File: config.mk
export PLATFORM = sky130hd
export DESIGN_NAME = multi_pulse_scheduler
export DESIGN_NICKNAME = d
export VERILOG_FILES = /design/src/rtl/multi_pulse_scheduler.sv
export SDC_FILE = /design/constraint.sdc
export NUM_CORES = 1
export LEC_CHECK = 0
export CAP_MARGIN = 20
export CORE_UTILIZATION = 35
export CTS_CLUSTER_DIAMETER = 100
export DETAILED_ROUTE_END_ITERATION = 12
export REMOVE_ABC_BUFFERS = 1
export SETUP_SLACK_MARGIN = 0.2
export SYNTH_ARGS = -nofsm -noshare
export SYNTH_HDL_FRONTEND = slang
export SYNTH_SLANG_ARGS = --single-unit
File: constraint.sdc
create_clock -name clk -period 5.6 [get_ports clk]
set_clock_uncertainty 0.15 [all_clocks]
set_input_delay 0.56 -clock clk [delete_from_list [all_inputs] [get_ports clk]]
set_output_delay 0.56 -clock clk [all_outputs]
set_load 0.01 [all_outputs]
File: src/rtl/multi_pulse_scheduler.sv
// N-channel programmable tick generator: per-channel period, pulse width and
// periodic/one-shot mode, with shadowed configuration applied at period wraps.
module multi_pulse_scheduler #(
    parameter int CLOCK_FREQ          = 50_000_000,
    parameter int DEFAULT_INTERVAL_MS = 60,
    parameter int DEFAULT_PERIOD      = (CLOCK_FREQ / 1000) * DEFAULT_INTERVAL_MS,
    parameter int NUM_CH              = 4,
    parameter int CNT_W               = 32,
    parameter int PW_W                = 8,
    localparam int CH_W               = (NUM_CH > 1) ? $clog2(NUM_CH) : 1
) (
    input  logic              clk,
    input  logic              rst,
    input  logic              cfg_we,
    input  logic [CH_W-1:0]   cfg_ch,
    input  logic [CNT_W-1:0]  cfg_period,
    input  logic [PW_W-1:0]   cfg_width,
    input  logic              cfg_mode,
    input  logic [NUM_CH-1:0] ch_en,
    input  logic [NUM_CH-1:0] start,
    output logic [NUM_CH-1:0] pulse_out,
    output logic [NUM_CH-1:0] busy
);

    typedef enum logic {
        IDLE = 1'b0,
        RUN  = 1'b1
    } state_t;

    localparam logic [CNT_W-1:0] DEF_P_RAW = CNT_W'(DEFAULT_PERIOD);
    localparam logic [CNT_W-1:0] DEF_P_EFF = CNT_W'((DEFAULT_PERIOD < 2) ? 2 : DEFAULT_PERIOD);

    function automatic logic [CNT_W-1:0] clamp_period(input logic [CNT_W-1:0] p);
        return (p < CNT_W'(2)) ? CNT_W'(2) : p;
    endfunction

    // Width is limited to P-1 so every period has at least one low cycle.
    function automatic logic [PW_W-1:0] clamp_width(input logic [PW_W-1:0] w,
                                                    input logic [CNT_W-1:0] p);
        logic [CNT_W-1:0] lim;
        lim = p - CNT_W'(1);
        if (w == '0)
            return PW_W'(1);
        else if (CNT_W'(w) > lim)
            return PW_W'(lim);
        else
            return w;
    endfunction

    for (genvar i = 0; i < NUM_CH; i++) begin : g_ch
        state_t           state_q, state_d;
        logic [CNT_W-1:0] cnt_q, cnt_d, cnt_inc;
        logic [CNT_W-1:0] act_p_q, act_p_d, sh_p_q, sh_p_d, eff_p;
        logic [PW_W-1:0]  act_w_q, act_w_d, sh_w_q, sh_w_d, eff_w;
        logic [PW_W-1:0]  pw_q, pw_d;
        logic             act_m_q, act_m_d, sh_m_q, sh_m_d;
        logic             pulse_q, pulse_d;
        logic             en_prev_q, wr_hit, en_rise, cnt_wrap;

        assign wr_hit   = cfg_we && (cfg_ch == CH_W'(i));
        assign sh_p_d   = wr_hit ? cfg_period : sh_p_q;
        assign sh_w_d   = wr_hit ? cfg_width  : sh_w_q;
        assign sh_m_d   = wr_hit ? cfg_mode   : sh_m_q;
        assign eff_p    = clamp_period(sh_p_d);
        assign eff_w    = clamp_width(sh_w_d, eff_p);
        assign en_rise  = ch_en[i] && !en_prev_q;
        assign cnt_inc  = cnt_q + CNT_W'(1);
        assign cnt_wrap = (cnt_q == act_p_q - CNT_W'(1));

        always_comb begin
            // NOTE: every signal written here gets its default first, so no path infers a latch.
            state_d = state_q;
            cnt_d   = cnt_q;
            pulse_d = pulse_q;
            pw_d    = pw_q;
            act_p_d = act_p_q;
            act_w_d = act_w_q;
            act_m_d = act_m_q;
            case (state_q)
                IDLE: begin
                    // Idle channels track the shadow directly, including a same-cycle write.
                    act_p_d = eff_p;
                    act_w_d = eff_w;
                    act_m_d = sh_m_d;
                    cnt_d   = '0;
                    pulse_d = 1'b0;
                    if (ch_en[i] && (start[i] || (en_rise && !sh_m_d)))
                        state_d = RUN;
                end
                RUN: begin
                    if (!ch_en[i]) begin
                        state_d = IDLE;
                        cnt_d   = '0;
                        pulse_d = 1'b0;
                    end else if (start[i]) begin
                        cnt_d   = '0;
                        pulse_d = 1'b0;
                    end else if (cnt_wrap) begin
                        // The pulse launched here keeps the width in force before the update.
                        cnt_d   = '0;
                        pulse_d = 1'b1;
                        pw_d    = act_w_q;
                        act_p_d = eff_p;
                        act_w_d = eff_w;
                        act_m_d = sh_m_d;
                    end else begin
                        cnt_d = cnt_inc;
                        if (pulse_q && (cnt_inc >= CNT_W'(pw_q))) begin
                            pulse_d = 1'b0;
                            if (act_m_q) begin
                                state_d = IDLE;
                                cnt_d   = '0;
                            end
                        end
                    end
                end
                default: state_d = IDLE;
            endcase
        end

        always_ff @(posedge clk) begin
            if (rst) begin
                state_q   <= IDLE;
                cnt_q     <= '0;
                pulse_q   <= 1'b0;
                pw_q      <= PW_W'(1);
                act_p_q   <= DEF_P_EFF;
                act_w_q   <= PW_W'(1);
                act_m_q   <= 1'b0;
                sh_p_q    <= DEF_P_RAW;
                sh_w_q    <= PW_W'(1);
                sh_m_q    <= 1'b0;
                en_prev_q <= 1'b0;
            end else begin
                // NOTE: non-blocking assignments so every register samples pre-edge values.
                state_q   <= state_d;
                cnt_q     <= cnt_d;
                pulse_q   <= pulse_d;
                pw_q      <= pw_d;
                act_p_q   <= act_p_d;
                act_w_q   <= act_w_d;
                act_m_q   <= act_m_d;
                sh_p_q    <= sh_p_d;
                sh_w_q    <= sh_w_d;
                sh_m_q    <= sh_m_d;
                en_prev_q <= ch_en[i];
            end
        end

        assign pulse_out[i] = pulse_q;
        assign busy[i]      = (state_q == RUN);
    end

endmodule

# Yosys cells after proc, flatten, opt, wreduce, memory -nomap -nowiden
# Index checks and enable logic that the tools add are counted.
# W data, S select, Z words.
# op_classes
muxes,144
magnitude_cmp,12
eq_ne,23
add_sub_neg,12
n_reduce_logical,45
bitwise_logic,8
# ops
cell,count
$mux W32,40
$pmux W32 S2,8
$sub A32 B1 Y32 const B,8
$mux W8,24
$add A32 B1 Y32 const B,4
$eq A32 B32 Y1,4
$ge A32 B8 Y1,4
$gt A8 B32 Y1,4
$lt A32 B2 Y1 const B,4
$pmux W8 S2,4
$mux W1,56
$logic_not A8 Y1,4
$pmux W1 S2,12
$logic_and A1 B1 Y1,20
$ne A5 B3 Y1 const B,4
$ne A2 B2 Y1 const B,8
$reduce_and A4 Y1,4
$reduce_and A3 Y1,4
$logic_not A1 Y1,8
$ne A2 B1 Y1 const B,4
$not A1 Y1,8
$eq A2 B2 Y1 const B,2
$logic_or A1 B1 Y1,4
$eq A2 B1 Y1 const B,1
$logic_not A2 Y1,1
# word_totals
register_bits,500
wordCells,288
inputBits,54

# Depth between registers and ports, before layout
# Gate-level depths: netlist of run 1.
# logic_depth
word_depth,13
depth_mapped,26
ltp_nobuf,23

# Worst setup path after synthesis of run 1
# Ideal clock, no wire load.
# synth_timing
path_type,input port to flip-flop
start,in cfg_ch[0]
end,reg g_ch[3].act_w_q[0]
cell_stages,24
arrival_time_ns,5.604
setup_ns,0.070
required_ns,5.380
n_path_buf,5
path_slack_ns,-0.223
cell_sequence,clkbuf_1 > nand3_1 > clkbuf_1 > clkbuf_1 > buf_1 > buf_1 > mux2i_1 > nor2_1 > inv_1 > ha_1 > inv_1 > or3_1 > xor2_1 > nand2_1 > o21ai_0 > ha_1 > nand4_1 > o22ai_1 > a2111oi_0 > nand4_1 > nor4_1 > nand4_2 > mux2_2 > a21oi_1
# synth_via
elab_chain_cells,13
elab_cells_between_ends,15
cone_classes,add/sub (1); order compare (2); eq/ne (1); mux (9); reduce/logical (2)
# synth_lines
item,line_no,rtl
"start, declared",15,"input logic [CH_W-1:0] cfg_ch,"
$eq A2 B2 Y1 *,60,assign wr_hit = cfg_we && (cfg_ch == CH_W'(i));
$logic_and A1 B1 Y1 *,60,
$mux W32,61,assign sh_p_d = wr_hit ? cfg_period : sh_p_q;
$lt A32 B2 Y1,34,return (p < CNT_W'(2)) ? CNT_W'(2) : p;
$mux W32,34,
$sub A32 B1 Y32,41,lim = p - CNT_W'(1);
$gt A8 B32 Y1,44,else if (CNT_W'(w) > lim)
$mux W8,44,
$mux W8 *,42,if (w == '0)
$mux W8,98,end else if (cnt_wrap) begin
$mux W8,95,end else if (start[i]) begin
$mux W8,91,if (!ch_en[i]) begin
$pmux W8 S2 *,79,case (state_q)
"end signal, assigned",141,act_w_q <= act_w_d;
"end, declared",54,"logic [PW_W-1:0] act_w_q, act_w_d, sh_w_q, sh_w_d, eff_w;"
# Every way passes the cells marked *; elsewhere a longest branch is shown, timed or not. The select of a mux whose other input is x is not followed.
# A chain may end at the register's enable or synchronous reset.

# Worst setup path after layout of run 1
# layout_timing
start,reg g_ch[2].sh_p_q[19]
end,reg g_ch[2].act_w_q[1]
# layout_via
elab_chain_cells,11
# layout_lines
item,line_no,rtl
"start, declared",53,"logic [CNT_W-1:0] act_p_q, act_p_d, sh_p_q, sh_p_d, eff_p;"
"start signal, assigned",143,sh_p_q <= sh_p_d;
$mux W32 *,61,
$lt A32 B2 Y1,34,
$mux W32 *,34,
$sub A32 B1 Y32 *,41,
$gt A8 B32 Y1,44,
$mux W8 *,44,
$mux W8 *,42,
$mux W8,98,
$mux W8,95,
$mux W8,91,
$pmux W8 S2 *,79,
"end signal, assigned",141,
"end, declared",54,
# Marks and branches as above.

==> run metrics, run 1 <==
mapped cell area 30,400 um2; leading post-synthesis cells by cell area dfxtp_1 (33%), mux2i_1 (7.4%), xnor2_1 (6.0%); Core ar. 85,500 um2; synthesized area per cell 8.03 um2; Netlist cell types 98; latest clock arrival within the worst-skew pair 630 ps; fin area 35,300 um2; commonest non-fill, non-tap cells in the layout dfxtp_1 (500), nor2_1 (463), nand2_1 (388), mux2i_1 (223), buf_4 (213); maximum capacitance violations 0; gpl congestion 0.978; Peak VDD IR 0.218 mV; Largest stage delay, worst path 560 ps; antenna viol nets, final 0; DP Area 33,100 um2; RSZ-0062 raised after global routing no; clk sinks 500; number of synthesized flops with an enable pin 0; post-synth top area cell dfxtp_1; Hold Vio Cnt, Final 0; # DRC 0; first-pass GRT wire length 153 mm; clk slew on worst S/H paths 60 ps; Nets 4,008; drt first pass iters 5; Max Freq 0.191 GHz; Top FF cell, synth dfxtp_1; post-synthesis register bit count 500; TritonCTS buffer count 58; dpl ws -410 ps; Post-synth ARST share 0%; Total Wirelength 97.4 mm; status finished clean; vias in the first global route 26,021; Synth Warn # 0; PortBufs 61; fin cells 5,069; aggregate global-route resource usage 21.6%; top cell type's share of synthesized area 32.9%; HPWL after DPL 71.9 mm; most common cell after layout, fill and taps aside dfxtp_1; wire length per cell 19.2 um; H-Tree Depth 2; largest net degree at the start of global routing 85; clock tree buffer depth 3; critical path class reg -> reg; PD cells 254 nW/um2; CTS tree done; CTS root buf clkbuf_16; Hold Crit Class in -> reg; sequential fraction of the synthesis area 32.9%; Critical Path RT 6010 ps; total congestion overflow 0; die height 297 um; Period Utilization, post-route 93.3%; initial antenna violation count 2; WP data arrival 5630 ps; starting density of the core 35.5%; DRT iter0 DRCs 2,478; die width 297 um; proportion of layout cells with a drive suffix above 1 11.0%; Die ar. 88,100 um2; slowest CP cell or4_4; Inst Count DP 4,959; Final Critical Period 5220 ps; Rows 107; gate count of the mapped netlist 3,789; crit-path max FO 8; Crit. End Element flop; Slew @ Worst Pin 1150 ps; Startpoint Class flop; PnR worst setup slack 377 ps; leakage 13.7 nW; via count 27,730; final slew viol count 0; worst path cell trace or4_4 > or4_4 > or3_4 > nand2_4 > buf_4 > a21oi_1 > ha_4 > buf_4 > and3_1 > xnor2_2 > ha_1 > nand4_1 > o21ai_0 > or4_1 > nor2_1 > or4b_4 > a2111oi_4 > buf_6 > mux2_2 > o2bb2ai_1; num ports 62; slew margin rel. 22.5%; Setup violations, final 0; cts hold-fix bufs 0; Vias/cell 5.47; Area Growth Syn to Fin 16.0%
## logic make-up after synthesis
| kind of cell | share of synthesized area (%) |
|---|---|
| XOR/XNOR | 9.99 |
| buffers and inverters | 5.06 |
| adder cells (fa/ha/maj) | 3.13 |
| flip-flops | 32.9 |
| AND/OR/NAND/NOR | 27.8 |
| multiplexers | 8.56 |
| AO/OA/AOI/OAI | 12.6 |
## cell type report
| class | count | area, um2 |
|---|---|---|
| diodes | 2 | 5.00 |
| clock buffers | 75 | 1630 |
| clock inverters | 30 | 408 |
| fillers | 8663 | 50300 |
| inverters | 116 | 438 |
| multi-input cells | 2919 | 19000 |
| flip-flops and latches | 500 | 10000 |
| well taps | 1144 | 1430 |
| repair buffers | 283 | 2370 |
## cells in the mapped netlist (all sizes together) (27+ instances only)
cell type and number:
nor4 94, buf 73, o31ai 29, and2 40, a21o 33, and3 48, a21oi 111, mux2 30
clkbuf 181, nand3 145, nand4 87, xor2 136, nor2b 41, xnor2 208, a211oi 57, inv 115
ha 76, mux2i 225, or2 27, nor2 464, nand2 389, or4 46, dfxtp 500, or3 55
o21ai 111, nor3 147
## final timing paths
path / from / to / slack [ps] / cells past startpoint
worst max-delay path: g_ch[2].sh_p_q[19] / g_ch[2].act_w_q[1] / 380 / 20
worst min-delay path: rst / g_ch[0].pw_q[2] / 290 / 2
worst max register to register: g_ch[2].sh_p_q[19] / g_ch[2].act_w_q[1] / 380 / 20
worst min register to register: g_ch[2].act_w_q[1] / g_ch[2].act_w_q[1] / 320 / 1
## critical path, delay by kind of cell (launching register included)
family | cells | cell delay, ps
fa+ha+maj | 2 | 490
flops | 1 | 310
mux | 1 | 350
simple gates | 9 | 2720
xor+xnor | 1 | 140
buf+inv | 3 | 440
compound gates | 4 | 540
## where the power goes
group,internal (mW),switching [mW]
combinational,0.471,0.667
clock,2.46,1.61
sequential,3.66,0.113
## registers in the layout, summed over array words and instances, names as in the netlist
register	cells
g_ch.act_m_q	4
g_ch.act_w_q	32
g_ch.pulse_q	4
g_ch.sh_m_q	4
g_ch.sh_w_q	32
g_ch.sh_p_q	128
g_ch.act_p_q	128
g_ch.pw_q	32
g_ch.en_prev_q	4
g_ch.state_q	4
g_ch.cnt_q	128
## metrics by stage
step                setup TNS (ps)  hold WS [ps]  utilization, %  power, mW
floorplan                   -37170           282               -       4.43
global placement             -4620           301            38.7       4.95
detailed placement           -7070           300            38.7       4.96
CTS                              0           278            41.1       9.05
global route                     0           283            41.2       9.32
finish                           0           288            41.2       8.97
## routing by layer
metal | track usage [%] | part of all wire [%]
met4 | 8.22 | 4.0
met1 | 29.4 | 46
met3 | 2.64 | 5.3
met5 | 0 | 0
met2 | 34.5 | 45
## what timing repair did
action,in CTS,in global routing
pin swaps,0,2
endpoints found under the hold margin,0,0
endpoints found under the setup margin,8,26
gates resized for setup,5,17
buffers inserted,0,2
Note: power is estimated with default switching activity, not from simulation.
==> run 2, diff against run 1 <==
--- a/config.mk
+++ b/config.mk
@@ -5,6 +5,7 @@
 export SDC_FILE = /design/constraint.sdc
 export NUM_CORES = 1
 export LEC_CHECK = 0
+export ABC_AREA = 0
 export CAP_MARGIN = 20
 export CORE_UTILIZATION = 35
 export CTS_CLUSTER_DIAMETER = 100
==> results of run 2 <==
No change in the layout: final DEF, timing and power equal those of run 1.
